`config.mk`:
```
export PLATFORM = sky130hd
export DESIGN_NAME = fp_mult_seq_ctrl
export DESIGN_NICKNAME = d
export VERILOG_FILES = /design/src/rtl/fp_mult_seq_ctrl.sv
export SDC_FILE = /design/constraint.sdc
export NUM_CORES = 1
export LEC_CHECK = 0
export CAP_MARGIN = 20
export CORE_ASPECT_RATIO = 0.75
export CORE_MARGIN = 2
export CORE_UTILIZATION = 45
export CTS_CLUSTER_SIZE = 8
export DETAILED_ROUTE_END_ITERATION = 8
export PLACE_DENSITY = 0.66
export SKIP_LAST_GASP = 1
export SYNTH_ARGS = -nofsm -noshare
export SYNTH_HDL_FRONTEND = slang
export SYNTH_SLANG_ARGS = --single-unit
```
`constraint.sdc`:
```
create_clock -name clk -period 5.7 [get_ports clk]
set_clock_uncertainty 0.1 [all_clocks]
set_input_delay 1.71 -clock clk [delete_from_list [all_inputs] [get_ports clk]]
set_output_delay 1.71 -clock clk [all_outputs]
set_load 0.01 [all_outputs]
```
`src/rtl/fp_mult_seq_ctrl.sv`:
```
// fp_mult_seq_ctrl: sequential IEEE-754 multiplier controller.
// Accepts one operand pair (valid/ready), resolves special operands in one
// cycle, otherwise runs an iterative shift-add mantissa loop, normalises with
// truncation and holds the packed result until the consumer takes it.
// Optional build macro: FP_MULT_SEQ_CTRL_RADIX4_EN (two multiplier bits per
// MUL cycle; results are bit-identical to the default radix-2 build).
// Handshake: a transfer happens on a rising edge where valid & ready are both
// high; valid is held with stable data until that edge, ready may change freely.
module fp_mult_seq_ctrl #(
   parameter int WIDTH  = 32,
   parameter int EXP_W  = 8,
   parameter int MANT_W = 23
) (
   input  logic             clk,
   input  logic             rst,
   input  logic             in_valid,
   output logic             in_ready,
   input  logic [WIDTH-1:0] op1,
   input  logic [WIDTH-1:0] op2,
   output logic             out_valid,
   input  logic             out_ready,
   output logic [WIDTH-1:0] result,
   output logic [2:0]       flags,
   output logic [1:0]       state_dbg
);

   localparam int M1 = MANT_W + 1;
`ifdef FP_MULT_SEQ_CTRL_RADIX4_EN
   localparam int B = 2;
`else
   localparam int B = 1;
`endif
   localparam int NIT = (M1 + B - 1) / B;   // MUL iterations
   localparam int MW  = B * NIT;            // multiplier register, zero padded
   localparam int AW  = M1 + MW;            // accumulator width
   localparam int PW  = 2 * M1;             // meaningful product width
   localparam int CW  = $clog2(NIT) + 1;
   localparam logic [EXP_W+1:0] BIAS = (EXP_W+2)'((1 << (EXP_W - 1)) - 1);
   localparam logic [WIDTH-1:0] QNAN = {1'b0, {EXP_W{1'b1}}, 1'b1, {(MANT_W-1){1'b0}}};

   typedef enum logic [1:0] {IDLE = 2'd0, MUL = 2'd1, NORM = 2'd2, DONE = 2'd3} state_t;

   state_t             state_q, state_d;
   logic [CW-1:0]      cnt_q, cnt_d;
   logic [M1-1:0]      mcand_q, mcand_d;
   logic [MW-1:0]      mplier_q, mplier_d;
   logic [AW-1:0]      acc_q, acc_d;
   logic [EXP_W+1:0]   exp_q, exp_d;
   logic               sign_q, sign_d;
   logic [WIDTH-1:0]   result_q, result_d;
   logic [2:0]         flags_q, flags_d;
`ifdef FP_MULT_SEQ_CTRL_RADIX4_EN
   logic [M1+1:0]      mcand3_q, mcand3_d;
`endif

   // Operand fields and classification (denormals count as zero)
   logic [EXP_W-1:0]  e1, e2;
   logic [MANT_W-1:0] m1, m2;
   logic nan1, nan2, inf1, inf2, zero1, zero2, inv;
   assign e1    = op1[WIDTH-2 -: EXP_W];
   assign e2    = op2[WIDTH-2 -: EXP_W];
   assign m1    = op1[MANT_W-1:0];
   assign m2    = op2[MANT_W-1:0];
   assign nan1  = (&e1) & (|m1);
   assign nan2  = (&e2) & (|m2);
   assign inf1  = (&e1) & ~(|m1);
   assign inf2  = (&e2) & ~(|m2);
   assign zero1 = ~(|e1);
   assign zero2 = ~(|e2);
   assign inv   = (zero1 & inf2) | (inf1 & zero2);

   // One shift-add step: add the selected multiple to the upper half, shift right by B
   logic [M1+B-1:0] addend, sum;
`ifdef FP_MULT_SEQ_CTRL_RADIX4_EN
   always_comb begin
      case (mplier_q[1:0])
         2'd0:    addend = '0;
         2'd1:    addend = {2'b00, mcand_q};
         2'd2:    addend = {1'b0, mcand_q, 1'b0};
         default: addend = mcand3_q;
      endcase
   end
`else
   assign addend = mplier_q[0] ? {1'b0, mcand_q} : '0;
`endif
   assign sum = {{B{1'b0}}, acc_q[AW-1:MW]} + addend;

   // Normalisation: product MSB selects the extraction window and exponent bump
   logic               msb;
   logic [EXP_W+1:0]   e_adj;
   logic [MANT_W-1:0]  mant;
   logic               ovf, unf;
   assign msb   = acc_q[PW-1];
   assign e_adj = exp_q + {{(EXP_W+1){1'b0}}, msb};
   assign mant  = msb ? acc_q[PW-2 -: MANT_W] : acc_q[PW-3 -: MANT_W];
   assign ovf   = ~e_adj[EXP_W+1] & (e_adj[EXP_W:0] >= {1'b0, {EXP_W{1'b1}}});
   assign unf   = e_adj[EXP_W+1] | (e_adj == '0);

   // State register and datapath registers
   always_ff @(posedge clk or posedge rst) begin
      if (rst) begin
         state_q  <= IDLE;
         cnt_q    <= '0;
         mcand_q  <= '0;
         mplier_q <= '0;
         acc_q    <= '0;
         exp_q    <= '0;
         sign_q   <= 1'b0;
         result_q <= '0;
         flags_q  <= '0;
`ifdef FP_MULT_SEQ_CTRL_RADIX4_EN
         mcand3_q <= '0;
`endif
      end else begin
         state_q  <= state_d;
         cnt_q    <= cnt_d;
         mcand_q  <= mcand_d;
         mplier_q <= mplier_d;
         acc_q    <= acc_d;
         exp_q    <= exp_d;
         sign_q   <= sign_d;
         result_q <= result_d;
         flags_q  <= flags_d;
`ifdef FP_MULT_SEQ_CTRL_RADIX4_EN
         mcand3_q <= mcand3_d;
`endif
      end
   end

   // Next-state and datapath update
   always_comb begin
      state_d  = state_q;
      cnt_d    = cnt_q;
      mcand_d  = mcand_q;
      mplier_d = mplier_q;
      acc_d    = acc_q;
      exp_d    = exp_q;
      sign_d   = sign_q;
      result_d = result_q;
      flags_d  = flags_q;
`ifdef FP_MULT_SEQ_CTRL_RADIX4_EN
      mcand3_d = mcand3_q;
`endif
      case (state_q)
         IDLE: begin
            if (in_valid) begin
               sign_d   = op1[WIDTH-1] ^ op2[WIDTH-1];
               mcand_d  = {1'b1, m1};
               mplier_d = MW'({1'b1, m2});
               acc_d    = '0;
               cnt_d    = '0;
               exp_d    = {2'b00, e1} + {2'b00, e2} - BIAS;
`ifdef FP_MULT_SEQ_CTRL_RADIX4_EN
               mcand3_d = {2'b00, 1'b1, m1} + {1'b0, 1'b1, m1, 1'b0};
`endif
               flags_d  = '0;
               state_d  = DONE;
               if (inv) begin
                  result_d = QNAN;
                  flags_d  = 3'b100;
               end else if (nan1 | nan2) begin
                  result_d = QNAN;
               end else if (inf1 | inf2) begin
                  result_d = {op1[WIDTH-1] ^ op2[WIDTH-1], {EXP_W{1'b1}}, {MANT_W{1'b0}}};
               end else if (zero1 | zero2) begin
                  result_d = {op1[WIDTH-1] ^ op2[WIDTH-1], {(WIDTH-1){1'b0}}};
               end else begin
                  state_d  = MUL;
               end
            end
         end
         MUL: begin
            acc_d    = {sum, acc_q[MW-1:B]};
            mplier_d = mplier_q >> B;
            cnt_d    = cnt_q + CW'(1);
            if (cnt_q == CW'(NIT - 1)) state_d = NORM;
         end
         NORM: begin
            if (ovf) begin
               result_d = {sign_q, {EXP_W{1'b1}}, {MANT_W{1'b0}}};
               flags_d  = 3'b010;
            end else if (unf) begin
               result_d = {sign_q, {(WIDTH-1){1'b0}}};
               flags_d  = 3'b001;
            end else begin
               result_d = {sign_q, e_adj[EXP_W-1:0], mant};
               flags_d  = 3'b000;
            end
            state_d = DONE;
         end
         default: begin
            if (out_ready) state_d = IDLE;
         end
      endcase
   end

   assign in_ready  = (state_q == IDLE) & ~rst;
   assign out_valid = (state_q == DONE);
   assign result    = result_q;
   assign flags     = flags_q;
   assign state_dbg = state_q;

endmodule

```
## Yosys cells after proc, flatten, opt, wreduce, memory -nomap -nowiden

Index checks and enable logic that the tools add are counted.

- Add/sub/neg operators: 5
- Magnitude comparators: 1
- Equal/unequal tests: 7
- Multiplexer cells: 29
- Bitwise operators: 20
- Reductions and logical operators: 16

Operator list:

| cell | count |
|---|---|
| 32-bit 2-to-1 mux | 5 |
| 48-bit one-hot mux with 2 select lines | 1 |
| 32-bit one-hot mux with 2 select lines | 1 |
| 31-bit 2-to-1 mux | 2 |
| 24-bit 2-to-1 mux | 2 |
| 48-bit 2-to-1 mux | 1 |
| 24-bit one-hot mux with 2 select lines | 1 |
| 23-bit OR reduction | 2 |
| 24-bit by 24-bit adder with 25-bit output | 1 |
| 23-bit 2-to-1 mux | 1 |
| 2-bit 2-to-1 mux | 8 |
| 8-bit AND reduction | 2 |
| 8-bit OR reduction | 2 |
| 6-bit one-hot mux with 2 select lines | 1 |
| 10-bit by 1-bit adder with 10-bit output | 1 |
| 10-bit logical NOT | 1 |
| 9-bit by 7-bit subtractor with 10-bit output (second input constant) | 1 |
| 8-bit by 8-bit adder with 9-bit output | 1 |
| 9-bit by 8-bit >= comparator with 1-bit output (second input constant) | 1 |
| 1-bit bitwise AND | 8 |
| 6-bit by 1-bit adder with 6-bit output (second input constant) | 1 |
| 6-bit by 5-bit == test with 1-bit output (second input constant) | 1 |
| 3-bit 2-to-1 mux | 2 |
| 6-bit 2-to-1 mux | 1 |
| other kinds (15) | 30 |

- Register bits after elaboration: 150
- Bits of input ports: 68
- Output and inout bits: 39

## Depth between registers and ports, before layout

Gate-level depths: netlist of the first run.

- Word-level depth: 9
- Gate-level depth with buffers: 11
- Gate-level depth less buffers: 11

## Worst setup path before layout of the first run

OpenSTA, ideal clock, no wires.

- Path type: in2out
- Start: input port rst
- End: output port in_ready
- Data arrival time: 1.888 ns
- Data required time: 3.890 ns
- Path slack: 2.002 ns
- Stages on the path: 1
- Buffers on the path: 0
- Cells stage by stage: nor2b_1

- Cells in the longest elaborated chain, start to end: 2

Ends and longest elaborated chain:

| what | RTL line | text |
|---|---|---|
| start: declaration | 15 | `input logic rst,` |
| 1-bit NOT | 197 | `assign in_ready = (state_q == IDLE) & ~rst;` |
| 1-bit bitwise AND | 197 |  |
| end: declaration | 17 | `output logic in_ready,` |

Every way passes these cells.

## Worst setup path in the final report of the first run

Same ends and word-level chain as after synthesis.

==> results of run 1 <==
power by group through the flow:
stage / clock network, µW / registers, µW / logic, µW
3_3_place_gp: 0 / 1620 / 2350
6_report: 1130 / 1610 / 2390
2_1_floorplan: 0 / 1540 / 1740
4_1_cts: 1150 / 1620 / 2400
3_5_place_dp: 0 / 1630 / 2390
5_1_grt: 1200 / 1680 / 2680
cells by family (layout without fill, tap and decap cells):
kind of cell             after synthesis  after routing  share of synthesized area (%)
AND/OR/NAND/NOR                      284            284                           17.7
buffers and inverters                 67            169                           3.40
multiplexers                          80             80                           10.6
flip-flops                           127            127                           40.2
adder cells (fa/ha/maj)               49             49                           7.94
XOR/XNOR                              28             28                           3.10
AO/OA/AOI/OAI                        209            209                           17.1
critical path, cell delays in order:
cell and delay [ns]:
clkdlybuf4s50_1 0.46, nor2b_1 0.13, clkdlybuf4s50_1 0.54
path summary, 6_finish.rpt:
check / cells past startpoint / end / startpoint
worst min-delay path: 1 / mcand_q[23] / mcand_q[23]
worst max register to register: 7 / acc_q[39] / mplier_q[0]
min in group asynchronous: 2 / exp_q[5] / rst
worst max-delay path: 3 / in_ready / rst
worst min register to register: 1 / mcand_q[23] / mcand_q[23]
max in group asynchronous: 3 / cnt_q[4] / rst
state kept, by name, summed over array words and instances, names as in the netlist:
name / flops
cnt_q: 6
sign_q: 1
state_dbg: 2
mcand_q: 24
flags: 3
mplier_q: 24
acc_q: 25
result: 32
exp_q: 10
synthesized netlist by cell type, drive strengths merged, types with 9 or more instances:
cell type  instances
nand4             15
a21oi             42
inv               24
nand3             13
nand2b            10
dfrtp            127
and2              33
nor4              17
buf                9
and3               9
mux2i             53
xnor2             18
o31ai             25
clkbuf            34
mux2              27
nand2            103
nor2              47
xor2              10
o21ai             67
ha                47
nor3              11
stage by stage:
stage	util [%]	hold slack, ns	total power, µW
after global placement	53.9	0.342	3970
after detailed placement	53.9	0.348	4020
after global routing	57.5	0.392	5560
after CTS	57.5	0.361	5160
after floorplan	-	0.326	3280
final	57.5	0.358	5140
area by class of cell:
class                           instances  area, µm²  share of cell area (%)
Clock buffer                           20        457                    4.66
Clock inverter                         12        161                    1.65
Inverter                               24       92.6                   0.945
Multi-Input combinational cell        650       4490                    45.8
Sequential cell                       127       3180                    32.4
Tap cell                              236        295                    3.01
Timing Repair Buffer                  113       1130                    11.5
metal layers:
layer	global-route usage, %	vias to the layer above	wire, µm
met5	0	-	0
met4	5.51	0	147
met3	3.49	13	974
met2	30.5	164	8010
met1	34.2	3117	10300
li1	-	3263	-
==> key figures, run 1 <==
Layout
  • Layout cells sized above 1: 8.25%
  • Fill cells: 1556
  • Ant diodes: 0
  • Post-Layout Cell Count: 1182
  • Most common cell after layout, fill and taps aside: dfrtp_1
  • Final instance area: 0.00980 mm²
  • Area Overhead vs Synth: 23.8%
  • Most frequent cells in the layout: dfrtp_1 (127), clkdlybuf4s50_1 (106), nand2_1 (102), o21ai_0 (66), mux2i_1 (52)
  • Layout Nets: 1050

Setup path
  • Element type at the critical path start: input port
  • Worst EP required: 3.89 ns
  • Crit path max fanout: 2
  • Critical path class: input port to output pin
  • R2R Setup Slk: 2.30 ns
  • CP Data Arrival Time: 2.84 ns
  • CP endpoint kind: output pin

GRT
  • Vias in the first global route: 6218
  • Initial antenna violation count: 0
  • First-pass GRT wire length: 32.0 mm
  • Largest net degree at the start of global routing: 71
  • GR Overflow Total: 0
  • Gr usage total: 21.6%

Route
  • Post-route DRC: 0
  • WL/cell: 16.4 µm
  • Total number of vias: 6557
  • Vias per inst: 5.55
  • Iter 0 DRT Violations: 447
  • Final wirelength: 19.4 mm
  • ANT nets after route: 0
  • First drt pass iteration count: 5

Power and ir drop
  • Power density cells: 525 mW/mm²
  • Leak Pwr: 0.00414 µW
  • Switching Share: 40.1%
  • Combinational Power Share: 46.6%
  • Sequential Power Share: 31.4%
  • Int Power: 3080 µW
  • Max VDD drop: 0.277 mV
  • Switching power: 2060 µW
  • Clk pwr share: 22.0%

Floorplan
  • Initial Utilization: 46.5%
  • Die area: 0.0187 mm²
  • IO Pins: 107
  • Die Width: 157 µm
  • Core outline area: 0.0170 mm²
  • Rows: 41
  • Chip Height: 119 µm

Logic synthesis
  • Yosys reg bits: 127
  • EDFF count, synth: 0
  • Synth Instances: 844
  • Top_reg_cell synth: dfrtp_1
  • Post-synthesis cell type count: 68
  • Yosys warns: 0
  • Post-Syn Area: 0.00791 mm²
  • FFs w/ async S/R, synth: 100%
  • Top cells by area, synth: dfrtp_1 (40%), ha_1 (7.4%), mux2i_1 (6.6%)
  • Seq/Total Area, Yosys: 40.2%
  • Synth area leader: dfrtp_1
  • Synth Net Count: 961
  • Share of the synthesized area in the top cell type: 40.2%
  • Syn avg cell area: 9.38 µm²

Place
  • DP HPWL: 14.2 mm
  • Placed Cells: 1150
  • Count of input and output buffers: 106
  • Placed Area: 0.00918 mm²
  • Setup WS pre-CTS: 1.05 ns
  • Routability Congestion: 0.881

STA
  • Slew HR: 31.7%
  • Fin crit period: 4.65 ns
  • Setup repair after global routing missed its margin: no
  • F_max: 0.215 GHz
  • Final Hold Fails: 0
  • # setup viols final: 0
  • Final period util: 81.5%
  • Worst slew pin tran: 1.02 ns
  • Final Slew Violations: 0
  • Post-Route Setup TNS: 0 ns
  • Setup WS post-layout: 1.05 ns

Clock tree
  • Max clock buf depth: 2
  • TritonCTS buffer count: 17
  • CTS tree: built
  • Post-CTS setup buffers: 0
  • CTS-repair resized insts: 0
  • CTS root buf: clkbuf_16
  • Clock Latency Late Sink: 0.42 ns
  • Hold_buf cts: 0
  • TritonCTS Sinks: 127
  • Clock Pin Slew Worst Setup and Hold Paths: 0.06 ns
  • H-tree depth: 4

Outcome
  • Outcome: completed

Worst hold path
  • Hold Path Class: flip-flop to flip-flop

Run
  • Total of max-cap violations: 0
Power figures use the tool's default switching activity.
==> run 2, diff against run 1 <==
--- a/config.mk
+++ b/config.mk
@@ -11,7 +11,7 @@
 export CORE_UTILIZATION = 45
 export CTS_CLUSTER_SIZE = 8
 export DETAILED_ROUTE_END_ITERATION = 8
-export PLACE_DENSITY = 0.66
+export PLACE_DENSITY = 0.69
 export SKIP_LAST_GASP = 1
 export SYNTH_ARGS = -nofsm -noshare
 export SYNTH_HDL_FRONTEND = slang
==> constraint.sdc (replaced) <==
create_clock -name clk -period 4.06 [get_ports clk]
set_clock_uncertainty 0.1 [all_clocks]
set_input_delay 1.218 -clock clk [delete_from_list [all_inputs] [get_ports clk]]
set_output_delay 1.218 -clock clk [all_outputs]
set_load 0.01 [all_outputs]
==> run 2 against run 1 <==
Worst setup slack worse by 0.64 ns. Global-route usage is 0.52 points higher. Power is 41% higher.
==> key figures, run 2 (synthesis results as in run 1) <==
Outcome
  • Outcome: completed (unchanged)

Worst hold path
  • Hold path startpoint: mcand_q[23] (unchanged)
  • Hold Crit Endpoint: mcand_q[23] (unchanged)
  • Hold Path Class: flip-flop to flip-flop (unchanged)
  • Worst Hold Depth: 1 (unchanged)

Clock tree
  • TritonCTS Sinks: 127 (unchanged)
  • CTS tree: built (unchanged)
  • TritonCTS buffer count: 17 (unchanged)
  • CTS-repair resized insts: 0 (unchanged)
  • Clock Pin Slew Worst Setup and Hold Paths: 0.05 ns (was 0.06 ns)
  • H-tree depth: 4 (unchanged)
  • Max clock buf depth: 2 (unchanged)
  • Clock Latency Late Sink: 0.43 ns (was 0.42 ns)
  • Hold_buf cts: 0 (unchanged)
  • Post-CTS setup buffers: 0 (unchanged)
  • CTS root buf: clkbuf_16 (unchanged)

STA
  • Final Slew Violations: 0 (unchanged)
  • F_max: 0.274 GHz
  • Final period util: 89.9%
  • # setup viols final: 0 (unchanged)
  • Final Hold Fails: 0 (unchanged)
  • Setup WS post-layout: 0.409 ns (was 1.05 ns)
  • Fin crit period: 3.65 ns
  • Worst slew pin tran: 0.837 ns (was 1.02 ns)
  • Hold slack: 0.368 ns (was 0.358 ns)
  • Slew HR: 44.2% (was 31.7%)
  • Post-Route Setup TNS: 0 ns (unchanged)
  • Setup repair after global routing missed its margin: no (unchanged)

Route
  • Iter 0 DRT Violations: 431 (was 447)
  • Total number of vias: 6615 (was 6557)
  • ANT nets after route: 0 (unchanged)
  • Final wirelength: 19.6 mm (was 19.4 mm)
  • Vias per inst: 5.56 (was 5.55)
  • WL/cell: 16.5 µm (was 16.4 µm)
  • First drt pass iteration count: 5 (unchanged)
  • Post-route DRC: 0 (unchanged)

Setup path
  • Worst r2r path cells: 10 (was 7)
  • Beginning of the worst register-to-register path: mplier_q[0] (unchanged)
  • Critical path class: input port to output pin (unchanged)
  • CP endpoint kind: output pin (unchanged)
  • Worst EP required: 2.74 ns (was 3.89 ns)
  • CP Data Arrival Time: 2.33 ns (was 2.84 ns)
  • Crit path max fanout: 2 (unchanged)
  • R2R Setup Slk: 0.54 ns (was 2.30 ns)
  • FF-to-FF End: acc_q[39] (unchanged)
  • Element type at the critical path start: input port (unchanged)

GRT
  • GR Overflow Total: 0 (unchanged)
  • GR Util met1: 33.5% (was 34.2%)
  • Layer with the highest usage: met1 (unchanged)
  • First-pass GRT wire length: 32.9 mm (was 32.0 mm)
  • Largest net degree at the start of global routing: 117 (was 71)
  • Met2 GRT Util: 32.0% (was 30.5%)
  • Initial antenna violation count: 0 (unchanged)
  • Grt met3 use: 6.08% (was 3.49%)
  • Vias in the first global route: 6400 (was 6218)
  • Gr usage total: 22.1% (was 21.6%)

Power and ir drop
  • Power density cells: 738 mW/mm² (was 525 mW/mm²)
  • Max VDD drop: 0.384 mV (was 0.277 mV)
  • Leak Pwr: 0.00418 µW (was 0.00414 µW)

Run
  • Total of max-cap violations: 0 (unchanged)

Floorplan
  • IO Pins: 107 (unchanged)
  • Core outline area: 0.0170 mm² (unchanged)
  • Chip Height: 119 µm (unchanged)
  • Die area: 0.0187 mm² (unchanged)
  • Die Width: 157 µm (unchanged)
  • Rows: 41 (unchanged)
  • Initial Utilization: 46.5% (unchanged)

Layout
  • Most frequent cells in the layout: dfrtp_1 (127), clkdlybuf4s50_1 (106), nand2_1 (102), o21ai_0 (66), mux2i_1 (52) (unchanged)
  • Ant diodes: 0 (unchanged)
  • Layout cells sized above 1: 9.02% (was 8.25%)
  • Area Overhead vs Synth: 24.5% (was 23.8%)
  • Most common cell after layout, fill and taps aside: dfrtp_1 (unchanged)
  • Max reg flops: 32 (unchanged)
  • Post-Layout Cell Count: 1189 (was 1182)
  • Layout Nets: 1057 (was 1050)

Place
  • Setup WS pre-CTS: 0.240 ns (was 1.05 ns)
  • DP HPWL: 14.4 mm (was 14.2 mm)
  • Count of input and output buffers: 106 (unchanged)
  • Placed Cells: 1157 (was 1150)
  • Routability Congestion: 0.892 (was 0.881)
## run 2: cell types whose count changed in the layout (fill, tap and decap cells not counted), sizes merged
cell and change:
clkbuf -3, clkinv +1, inv +2, buf +7
## run 2: through the flow
stage	area (µm²)	power, µW	util (%)
final	9850	7280	57.9
after global placement	9240	5620	54.3
after detailed placement	9240	5690	54.3
after global routing	9850	7860	57.9
after CTS	9850	7300	57.9
after floorplan	7920	4600	-
## run 2: worst max path at each step
stage	startpoint	end	slack, ns	cells after the start
after floorplan	op1[24]	exp_q[7]	0.89	9
after global placement	op1[24]	exp_q[7]	0.30	10
after detailed placement	op1[24]	exp_q[7]	0.24	10
after CTS	rst	in_ready	0.40	3
after global routing	mplier_q[0]	acc_q[39]	0.33	10
final	rst	in_ready	0.41	3
## run 2: cell type report
cell class | count | area [µm²]
multi-input combinational | 650 | 4490
fill | 1543 | 7180
tap | 236 | 295
clock buffer | 17 | 425
sequential | 127 | 3180
inverter | 24 | 93.8
clock inverter | 15 | 185
timing repair buffer | 120 | 1190
## run 2: worst max-delay path: stages
cell             delay, ns
clkdlybuf4s50_1       0.46
nor2b_1               0.12
clkdlybuf4s50_1       0.53
## run 2: metal layers
metal | wire [µm] | up-vias
li1 | - | 3276
met1 | 10100 | 3180
met5 | 0 | -
met2 | 8330 | 149
met4 | 99 | 0
met3 | 1050 | 10
## run 2: power by group
group          internal, µW  switching, µW  leakage, µW  total, µW
sequential             1810            466      0.00161       2280
clock                   971            611     0.000282       1580
combinational          1560           1850      0.00229       3410
total                  4350           2930      0.00418       7280
==> run 3, diff against run 2 <==
--- a/config.mk
+++ b/config.mk
@@ -8,10 +8,11 @@
 export CAP_MARGIN = 20
 export CORE_ASPECT_RATIO = 0.75
 export CORE_MARGIN = 2
-export CORE_UTILIZATION = 45
+export CORE_UTILIZATION = 50
 export CTS_CLUSTER_SIZE = 8
 export DETAILED_ROUTE_END_ITERATION = 8
-export PLACE_DENSITY = 0.69
+export PLACE_DENSITY = 0.76
+export SETUP_SLACK_MARGIN = 0.15
 export SKIP_LAST_GASP = 1
 export SYNTH_ARGS = -nofsm -noshare
 export SYNTH_HDL_FRONTEND = slang
==> run 3 against run 2 <==
Non-clock buffer count up 5. Count of clock-buffer cells in the layout unchanged. Sequential cell count unchanged. Combinational power rose by 4%. Worst setup slack worse by 0.19 ns. Global-route usage grew 2.7 points. Highest routed layer unchanged.
==> key figures, run 3 (synthesis results as in run 1) <==
Floorplan
  • Die Width: 149 µm (was 157 µm)
  • Chip Height: 113 µm (was 119 µm)
  • Core outline area: 0.0154 mm² (was 0.0170 mm²)
  • IO Pins: 107 (unchanged)
  • Die area: 0.0169 mm² (was 0.0187 mm²)
  • Initial Utilization: 51.5% (was 46.5%)
  • Rows: 39 (was 41)

Place
  • Count of input and output buffers: 106 (unchanged)
  • Placed Cells: 1131 (was 1157)
  • Routability Congestion: 0.861 (was 0.892)
  • DP HPWL: 14.6 mm (was 14.4 mm)

STA
  • Final Slew Violations: 0 (unchanged)
  • Worst slew pin tran: 0.784 ns (was 0.837 ns)
  • Fin crit period: 3.84 ns (was 3.65 ns)
  • Slew HR: 47.3% (was 44.2%)
  • F_max: 0.261 GHz (was 0.274 GHz)
  • Final period util: 94.5% (was 89.9%)
  • Final Hold Fails: 0 (unchanged)
  • Setup repair after global routing missed its margin: no (unchanged)
  • # setup viols final: 0 (unchanged)
  • Post-Route Setup TNS: 0 ns (unchanged)

Layout
  • Area Overhead vs Synth: 25.1% (was 24.5%)
  • Layout Nets: 1062 (was 1057)
  • Most common cell after layout, fill and taps aside: dfrtp_1 (unchanged)
  • Ant diodes: 0 (unchanged)
  • Max reg flops: 32 (unchanged)
  • Post-Layout Cell Count: 1163 (was 1189)
  • Most frequent cells in the layout: dfrtp_1 (127), clkdlybuf4s50_1 (106), nand2_1 (102), o21ai_0 (66), mux2i_1 (52) (unchanged)
  • Post-Route Utilization: 64.4% (was 57.9%)
  • Layout cells sized above 1: 9.50% (was 9.02%)
  • Fill cells: 1262 (was 1543)

Power and ir drop
  • Power density cells: 752 mW/mm² (was 738 mW/mm²)
  • Max VDD drop: 0.322 mV (was 0.384 mV)
  • Leak Pwr: 0.00423 µW (was 0.00418 µW)
  • Overall Power: 7440 µW (was 7280 µW)

Clock tree
  • CTS tree: built (unchanged)
  • Max clock buf depth: 2 (unchanged)
  • TritonCTS buffer count: 17 (unchanged)
  • H-tree depth: 4 (unchanged)
  • Clock Latency Late Sink: 0.42 ns (was 0.43 ns)
  • Hold_buf cts: 0 (unchanged)
  • Clock Pin Slew Worst Setup and Hold Paths: 0.06 ns (was 0.05 ns)
  • CTS-repair resized insts: 0 (unchanged)
  • TritonCTS Sinks: 127 (unchanged)
  • CTS root buf: clkbuf_16 (unchanged)
  • Post-CTS setup buffers: 0 (unchanged)

Setup path
  • Element type at the critical path start: input port (unchanged)
  • FF-to-FF End: acc_q[39] (unchanged)
  • Worst r2r path cells: 8 (was 10)
  • Beginning of the worst register-to-register path: mplier_q[0] (unchanged)
  • Crit path max fanout: 2 (unchanged)
  • Setup crit end: in_ready (unchanged)
  • R2R Setup Slk: 0.80 ns (was 0.54 ns)
  • CP Data Arrival Time: 2.52 ns (was 2.33 ns)
  • Critical path class: input port to output pin (unchanged)
  • Worst EP required: 2.74 ns (about the same)
  • CP endpoint kind: output pin (unchanged)
  • Critical Path Start: rst (unchanged)

Worst hold path
  • Hold Path Class: flip-flop to flip-flop (unchanged)

Route
  • Post-route DRC: 0 (unchanged)
  • Vias per inst: 5.84 (was 5.56)
  • WL/cell: 17.4 µm (was 16.5 µm)
  • Final wirelength: 20.2 mm (was 19.6 mm)
  • Total number of vias: 6792 (was 6615)
  • Iter 0 DRT Violations: 476 (was 431)
  • First drt pass iteration count: 6 (was 5)
  • ANT nets after route: 0 (unchanged)

GRT
  • First-pass GRT wire length: 33.4 mm (was 32.9 mm)
  • Initial antenna violation count: 0 (unchanged)
  • Vias in the first global route: 6625 (was 6400)
  • Largest net degree at the start of global routing: 49 (was 117)
  • Gr usage total: 24.9% (was 22.1%)
  • GR Overflow Total: 0 (unchanged)

Run
  • Total of max-cap violations: 0 (unchanged)

Outcome
  • Outcome: completed (unchanged)
## run 3: cell type report
| cell class | count | area [µm²] | share of cell area [%] |
|---|---|---|---|
| multi-input cells | 650 | 4490 | 45.3 |
| repair buffers | 125 | 1270 | 12.8 |
| inverters | 24 | 93.8 | 0.948 |
| clock inverters | 15 | 198 | 2.00 |
| well taps | 205 | 256 | 2.59 |
| clock buffers | 17 | 425 | 4.30 |
| flip-flops and latches | 127 | 3180 | 32.1 |
## run 3: routing by layer
| metal | GRT usage [%] | share of wire (%) | up-vias |
|---|---|---|---|
| met5 | 0 | 0 | - |
| met4 | 7.75 | 1.6 | 0 |
| met3 | 4.76 | 5.0 | 30 |
| met2 | 37.4 | 44 | 196 |
| met1 | 36.5 | 49 | 3274 |
| li1 | - | - | 3292 |
## run 3: worst min path at each step
stage	slack [ns]	endpoint	startpoint	cells past startpoint
after floorplan	0.33	mcand_q[23]	mcand_q[23]	1
after global placement	0.34	mcand_q[23]	mcand_q[23]	1
after detailed placement	0.35	mcand_q[23]	mcand_q[23]	1
after CTS	0.38	mcand_q[23]	mcand_q[23]	1
after global routing	0.41	result[12]	result[12]	2
final	0.38	result[16]	result[16]	2
## run 3: through the flow
stage	area (µm²)	hold WS (ns)	worst slack, ns
2_1_floorplan	7920	0.326	0.888
3_3_place_gp	9280	0.341	0.225
3_5_place_dp	9280	0.354	0.212
4_1_cts	9900	0.378	0.223
5_1_grt	9900	0.410	0.197
6_report	9900	0.377	0.222
## run 3: worst max-delay path: stages
cell	delay, ns
clkdlybuf4s50_1	0.49
nor2b_1	0.24
clkdlybuf4s50_1	0.57
## run 3: report_power, final
group | internal [µW] | switching [µW] | leakage (µW) | total, µW
registers | 1810 | 447 | 0.00161 | 2260
clock network | 988 | 639 | 0.000300 | 1630
logic | 1630 | 1930 | 0.00233 | 3560
